### config.mk
export PLATFORM = sky130hd
export DESIGN_NAME = cic_stream_arbiter
export DESIGN_NICKNAME = d
export VERILOG_FILES = /design/src/rtl/cic_stream_arbiter.sv
export SDC_FILE = /design/constraint.sdc
export NUM_CORES = 1
export LEC_CHECK = 0
export CORE_ASPECT_RATIO = 0.7
export CORE_MARGIN = 4
export CORE_UTILIZATION = 40
export CTS_CLUSTER_DIAMETER = 40
export DETAILED_ROUTE_END_ITERATION = 10
export PLACE_DENSITY = 0.94
export REMOVE_ABC_BUFFERS = 1
export SYNTH_ARGS = -nofsm -noshare
export SYNTH_HDL_FRONTEND = slang
export SYNTH_SLANG_ARGS = --single-unit
### constraint.sdc
create_clock -name in_clock -period 5.4 [get_ports in_clock]
set_clock_uncertainty 0.05 [all_clocks]
set_input_delay 0.81 -clock in_clock [delete_from_list [all_inputs] [get_ports in_clock]]
set_output_delay 0.81 -clock in_clock [all_outputs]
set_load 0.05 [all_outputs]
### src/rtl/cic_stream_arbiter.sv
// rtl/cic_stream_arbiter.sv - round-robin merge of NCH decimator streams into one registered port
//
// Purpose: picks one of NCH enabled, valid upstream sample streams per cycle
// in round-robin order and registers it onto a single downstream port.
// The output register also acts as a one-deep skid stage.
//
// Ports:
//   in_clock    system clock, rising edge
//   in_reset_n  asynchronous active-low reset
//   cfg_enable  [NCH]       per-channel arbitration enable
//   in_valid    [NCH]       per-channel sample valid
//   in_ready    [NCH]       per-channel accept, at most one bit set
//   in_data     [NCH*DW]    flattened samples, channel i at [i*DW +: DW]
//   out_valid   registered sample valid
//   out_ready   downstream accept
//   out_data    [DW]        registered sample
//   out_chan    [ChWidth]   channel that sourced out_data
module cic_stream_arbiter #(
  parameter int  NCH        = 4,
  parameter int  DATA_WIDTH = 24,
  localparam int ChWidth    = (NCH == 1) ? 1 : $clog2(NCH)
) (
  input  logic                      in_clock,
  input  logic                      in_reset_n,
  input  logic [NCH-1:0]            cfg_enable,
  input  logic [NCH-1:0]            in_valid,
  output logic [NCH-1:0]            in_ready,
  input  logic [NCH*DATA_WIDTH-1:0] in_data,
  output logic                      out_valid,
  input  logic                      out_ready,
  output logic [DATA_WIDTH-1:0]     out_data,
  output logic [ChWidth-1:0]        out_chan
);

  if (NCH < 1 || DATA_WIDTH < 1) begin : g_param_check
    $error("cic_stream_arbiter: NCH and DATA_WIDTH must both be at least 1");
  end

  logic                  load;
  logic [NCH-1:0]        req;
  logic                  gnt_found;
  logic [ChWidth-1:0]    gnt_idx;
  logic [DATA_WIDTH-1:0] gnt_data;
  logic [ChWidth-1:0]    rr_ptr;
  logic [ChWidth-1:0]    rr_next;

  // Output register can take a new sample when empty or being drained.
  assign load = !out_valid || out_ready;
  assign req  = in_valid & cfg_enable;

  // Search upward from rr_ptr; the explicit subtract keeps the wrap correct
  // when NCH is not a power of two.
  always_comb begin
    int idx;
    idx       = 0;
    gnt_found = 1'b0;
    gnt_idx   = '0;
    for (int k = 0; k < NCH; k++) begin
      idx = int'(rr_ptr) + k;
      if (idx >= NCH) idx = idx - NCH;
      if (!gnt_found && req[ChWidth'(idx)]) begin
        gnt_found = 1'b1;
        gnt_idx   = ChWidth'(idx);
      end
    end
  end

  always_comb begin
    gnt_data = '0;
    for (int i = 0; i < NCH; i++) begin
      if (gnt_idx == ChWidth'(i)) gnt_data = in_data[i*DATA_WIDTH +: DATA_WIDTH];
    end
  end

  assign rr_next = (gnt_idx == ChWidth'(NCH - 1)) ? '0 : gnt_idx + ChWidth'(1);

  // Gated by reset so no upstream handshake completes while the register
  // is being cleared.
  assign in_ready = (in_reset_n && load && gnt_found) ? (NCH'(1) << gnt_idx) : '0;

  always_ff @(posedge in_clock or negedge in_reset_n) begin
    if (!in_reset_n) begin
      out_valid <= 1'b0;
      out_data  <= '0;
      out_chan  <= '0;
      rr_ptr    <= '0;
    end else if (load) begin
      if (gnt_found) begin
        out_valid <= 1'b1;
        out_data  <= gnt_data;
        out_chan  <= gnt_idx;
        rr_ptr    <= rr_next;
      end else begin
        out_valid <= 1'b0;
      end
    end
  end

endmodule

==> results.sh, run 1 <==
export IMPL_fin_nets=475
export IMPL_dr_first_iter_drc_count=66
export IMPL_antenna_found_initial=0
export IMPL_first_pass_iters=4
export IMPL_grt_pass1_wl_um=10540
export IMPL_synthArstFlopShare_pct=100.0
export IMPL_hold_ws_ns=0.4818
export IMPL_drt_vias_per_instance=5.247
export IMPL_grt_pass1_vias=2284
export IMPL_startpoint_type="input pin"
export IMPL_ctsResizeCount=0
export IMPL_clock_sinks=29
export IMPL_syn2layout_area_growth_pct=69.13
export IMPL_r2r_start="rr_ptr[0]"
export IMPL_post_cts_setup_buffers=0
export IMPL_synthesis_area_sq_um=2120
export IMPL_grtUsageTotal_pct=20.88
export IMPL_finalCriticalPeriod_ns=4.107
export IMPL_holdPathEnd="out_chan[1]"
export IMPL_grt_overflow=0
export IMPL_wire_per_inst_um=15.78
export IMPL_hpwl_um=5411
export IMPL_dieArea_sq_um=6546
export IMPL_coreArea_sq_um=4940
export IMPL_ys_seq_area_share_pct=34.24
export IMPL_worstSetupEndpointType="primary output"
export IMPL_cts_htree_levels=2
export IMPL_synth_cell_type_count=32
export IMPL_outcome="complete, no violations"
export IMPL_rr_endpoint="out_data[17]"
export IMPL_cp_required_ns=4.54
export IMPL_setup_viol=0
export IMPL_cts_buffers=5
export IMPL_cts_buffer_depth=2
export IMPL_max_freq_ghz=0.2435
export IMPL_io_buffer_count=137
export IMPL_postRouteAntennaNets=0
export IMPL_start_util_pct=42.91
export IMPL_grt_max_degree=49
export IMPL_drc=0
export IMPL_critPathMaxFanout=3
export IMPL_tritoncts="done"
export IMPL_drive_gt1_share_pct=10.16
export IMPL_synthCells=235
export IMPL_ir_drop_uv=194.3
export IMPL_total_power_mw=1.471
export IMPL_dieWidth_um=95.01
export IMPL_syn_mean_instance_area_sq_um=9.019
export IMPL_timing_final_crit_share_pct=76.05
export IMPL_holdBufCountCts=0
export IMPL_final_util_pct=72.57
export IMPL_reg2reg_depth=9
export IMPL_fillCellCount=386
export IMPL_num_rows=21
export IMPL_crit_arrival_ns=3.25
export IMPL_layout_cells_non_filler=433
export IMPL_ctsRootBufferMaster="clkbuf_8"
export IMPL_min_path_cells=2
export IMPL_maxCapViolations=0
export IMPL_dpl_cell_count=426
export IMPL_critPathKind="input pin to primary output"
export IMPL_die_h_um=68.91
export IMPL_synth_edf_count=0
export IMPL_diodes=0
export IMPL_clock_latency_ns=0.27
export IMPL_p_leak_nw=1.477
export IMPL_crit_start="in_valid[2]"
export IMPL_grt_setup_unrepaired="false"
export IMPL_synth_seq_cells=29
export IMPL_hold_violations=0
export IMPL_ys_warn_count=0
export IMPL_rrSetupSlack_ns=2.46
export IMPL_ioPinCount=138
export IMPL_via_count=2272
export IMPL_worst_pin_slew_ns=0.7693
export IMPL_ys_flop_type="dfrtp_1"
export IMPL_power_density_nw_per_um2=410.5
export IMPL_worstHoldStart="out_chan[1]"
export IMPL_routed_wl_um=6833
export IMPL_gp_congestion=0.7990
export IMPL_timing_slew_headroom_pct=48.55
export IMPL_path_clk_slew_ns=0.06
export IMPL_hp_class="flop to flop"
export IMPL_maxSlewViolCount=0
## through the flow
| step | area, sq um | TNS (ns) | worst slack (ns) |
|---|---|---|---|
| after floorplan | 1976 | -0.1305 | -0.03263 |
| after global placement | 3498 | 0 | 1.402 |
| after detailed placement | 3498 | 0 | 1.297 |
| after CTS | 3585 | 0 | 1.299 |
| after global routing | 3585 | 0 | 1.214 |
| final | 3585 | 0 | 1.293 |
## registers in the layout, indices dropped and copies added, names as in the netlist
| register | count |
|---|---|
| out_valid | 1 |
| out_data | 24 |
| rr_ptr | 2 |
| out_chan | 2 |
## worst max-delay path, stage by stage
cell and delay, ns:
clkdlybuf4s50_1 0.44, a22oi_1 0.40, and3_1 0.26, nand3b_1 0.17, ha_1 0.22, and3_1 0.16
clkdlybuf4s50_1 0.80
## how the worst max path moves through the flow
stage	slack [ns]	endpoint
CTS	1.30	in_ready[0]
finish	1.29	in_ready[0]
global route	1.21	in_ready[0]
detailed placement	1.30	in_ready[0]
global placement	1.40	in_ready[2]
floorplan	-0.03	in_ready[0]
## cells in the mapped netlist, types with 2 or more instances
library cell | n | area (sq um)
and2_1 | 2 | 12.51
mux2i_1 | 2 | 20.02
buf_6 | 3 | 33.78
a31oi_2 | 18 | 225.2
a21oi_1 | 3 | 15.01
a22oi_1 | 2 | 15.01
buf_4 | 4 | 30.03
a31oi_1 | 6 | 37.54
inv_1 | 28 | 105.1
nor2b_1 | 2 | 12.51
dfrtp_1 | 29 | 725.7
a211o_1 | 23 | 201.4
o22ai_1 | 3 | 18.77
and3_1 | 5 | 31.28
nand2_1 | 28 | 105.1
ha_1 | 4 | 50.05
o21ai_0 | 3 | 15.01
clkbuf_1 | 6 | 22.52
a221oi_1 | 21 | 183.9
clkbuf_8 | 2 | 27.53
buf_2 | 6 | 30.03
a221oi_2 | 2 | 30.03
nor2_1 | 24 | 90.09
## cells by family after synthesis
group	synth area share (%)
AO/OA/AOI/OAI	35.77
adder cells (fa/ha/maj)	2.361
buffers and inverters	11.75
flip-flops	34.24
multiplexers	2.007
AND/OR/NAND/NOR	13.87
## area by class of cell
type / count / area (sq um) / share of cell area (%)
well taps: 69 / 86.33 / 2.408
repair buffers: 143 / 1416 / 39.51
clock buffers: 7 / 86.33 / 2.408
inverters: 28 / 105.1 / 2.932
multi-input cells: 157 / 1165 / 32.50
flip-flops and latches: 29 / 725.7 / 20.24
## layout by cell type (no fill, tap or decap), types with 3 or more instances in the layout
cell type and instances:
buf_4 6, a211o_1 23, a31oi_2 18, clkbuf_8 6, a21oi_1 3, a31oi_1 5
o21ai_0 3, nor2_1 24, o22ai_1 3, inv_1 28, and3_1 5, clkdlybuf4s50_1 137
nand2_1 28, dfrtp_1 29, a221oi_1 21
## where the power goes
group	internal [mW]	switching, mW	total (mW)	leakage (nW)
Sequential	0.300	0.0484	0.348	0.332
Combinational	0.383	0.563	0.946	1.10
Clock	0.101	0.0764	0.177	0.0443
Total	0.784	0.687	1.47	1.48
## routing by layer
layer	vias to the layer above	global-route usage, %	routed length (um)
li1	1114	-	-
met1	1033	23.60	2724
met2	109	36.08	3148
met3	16	8.785	822
met4	0	7.014	138
met5	-	0	0
Power figures use the tool's default switching activity.
==> run 2: changes to the inputs <==
CORE_UTILIZATION = 33   (was 40)
PLACE_DENSITY = 0.83   (was 0.94)
clock period = 3.3 ns   (was 5.4 ns; I/O delays follow)
==> results.sh, run 2 (synthesized netlist as in run 1, its figures left out) <==
export IMPL_outcome="complete, no violations"
export IMPL_postRouteAntennaNets=0
export IMPL_ctsResizeCount=0
export IMPL_wl_met3_um=640
export IMPL_fillCellCount=561
export IMPL_routed_wl_um=7167
export IMPL_timing_slew_headroom_pct=64.99
export IMPL_ioPinCount=138
export IMPL_maxSlewViolCount=0
export IMPL_start_util_pct=34.10
export IMPL_reg_largest_list="out_data x24, out_chan x2, rr_ptr x2"
export IMPL_holdBufCountCts=0
export IMPL_timing_final_crit_share_pct=86.96
export IMPL_dr_first_iter_drc_count=76
export IMPL_antenna_found_initial=0
export IMPL_critPathKind="input pin to primary output"
export IMPL_power_density_nw_per_um2=663.5
export IMPL_critPathMaxFanout=4
export IMPL_wl_met2_um=3409
export IMPL_finalCriticalPeriod_ns=2.870
export IMPL_ir_drop_uv=307.8
export IMPL_layout_common_cells="clkdlybuf4s50_1 (132), dfrtp_1 (29), nand2_1 (28), inv_1 (28), nor2_1 (24)"
export IMPL_max_freq_ghz=0.3485
export IMPL_layout_cells_non_filler=449
export IMPL_fin_nets=481
export IMPL_gp_congestion=0.7541
export IMPL_maxCapViolations=0
export IMPL_total_power_mw=2.435
export IMPL_rr_endpoint="out_data[21]"
export IMPL_grt_pass1_wl_um=11500
export IMPL_grt_setup_unrepaired="false"
export IMPL_cp_required_ns=2.75
export IMPL_clock_latency_ns=0.28
export IMPL_first_pass_iters=4
export IMPL_drt_met1_wl_um=3092
export IMPL_cts_buffers=5
export IMPL_layout_commonest_cell="clkdlybuf4s50_1"
export IMPL_fin_tns_setup_ns=0
export IMPL_path_clk_slew_ns=0.07
export IMPL_dieArea_sq_um=7789
export IMPL_coreArea_sq_um=6216
export IMPL_rrSetupSlack_ns=0.88
export IMPL_top_layer="met4"
export IMPL_final_area_sq_um=3670
export IMPL_grt_overflow=0
export IMPL_worstSetupEndpointType="primary output"
export IMPL_drt_vias_per_instance=5.236
export IMPL_grtUsageTotal_pct=18.54
export IMPL_regMostFlops="out_data"
export IMPL_wire_per_inst_um=15.96
export IMPL_syn2layout_area_growth_pct=73.14
export IMPL_cts_buffer_depth=2
export IMPL_hp_class="input pin to asynchronous set/reset pin"
export IMPL_largest_register_ffs=24
export IMPL_io_buffer_count=137
export IMPL_grt_pass1_vias=2390
export IMPL_seq_area_sq_um=725.7
export IMPL_dieWidth_um=103.8
export IMPL_r2r_start="rr_ptr[0]"
export IMPL_num_rows=24
export IMPL_worst_pin_slew_ns=0.5235
export IMPL_dpl_cell_count=441
export IMPL_hold_ws_ns=0.08253
export IMPL_diodes=0
export IMPL_post_cts_setup_buffers=0
export IMPL_p_leak_nw=1.522
export IMPL_cts_htree_levels=2
export IMPL_drive_gt1_share_pct=12.67
export IMPL_clock_sinks=29
export IMPL_multiInputGateArea_sq_um=1165
export IMPL_die_h_um=75.05
export IMPL_via_count=2351
export IMPL_crit_start="in_valid[3]"
export IMPL_reg2reg_depth=9
export IMPL_crit_arrival_ns=2.32
export IMPL_tritoncts="done"
export IMPL_post_dp_cell_area_sq_um=3590
export IMPL_setup_viol=0
export IMPL_ctsRootBufferMaster="clkbuf_8"
export IMPL_startpoint_type="input pin"
export IMPL_hpwl_um=5711
export IMPL_grt_max_degree=28
export IMPL_hold_violations=0
export IMPL_drc=0
## run 2: cell count changes in the layout (fill, tap and decap cells not counted)
cell,previous run,this run
buf_12,0,4
buf_4,6,12
buf_2,0,1
clkdlybuf4s50_1,137,132
clkbuf_8,6,5
clkbuf_1,1,3
## run 2: per-layer routing
layer / track usage [%] / vias to the layer above
met5: 0 / -
met4: 4.572 / 0
met3: 7.027 / 2
met2: 32.75 / 101
met1: 21.90 / 1124
li1: - / 1124
## run 2: report_power, final
group,total [mW],switching (mW),internal (mW)
Clock,0.284,0.134,0.150
Sequential,0.572,0.0819,0.490
Combinational,1.58,0.920,0.659
Total,2.43,1.14,1.30
## run 2: worst max path at each step
stage / endpoint / cells past startpoint
5_1_grt: in_ready[1] / 8
3_3_place_gp: out_data[4] / 10
2_1_floorplan: in_ready[0] / 3
3_5_place_dp: out_data[2] / 10
6_report: in_ready[1] / 7
4_1_cts: in_ready[1] / 7
## run 2: critical path: stages
cell             delay (ns)
clkdlybuf4s50_1        0.41
and2_1                 0.18
or3_1                  0.40
and3b_1                0.21
ha_1                   0.27
and3_1                 0.20
buf_12                 0.15
## run 2: area by class of cell
class,instances,area share (%)
Timing Repair Buffer,149,40.78
Clock buffer,8,2.182
Sequential cell,29,19.77
Multi-Input combinational cell,157,31.74
Inverter,28,2.864
Tap cell,78,2.659
## run 2: through the flow
stage,utilization (%),worst slack (ns)
2_1_floorplan,-,-1.503
3_3_place_gp,57.75,0.3934
3_5_place_dp,57.75,0.2963
4_1_cts,59.04,0.4211
5_1_grt,59.04,0.3261
6_report,59.04,0.4302
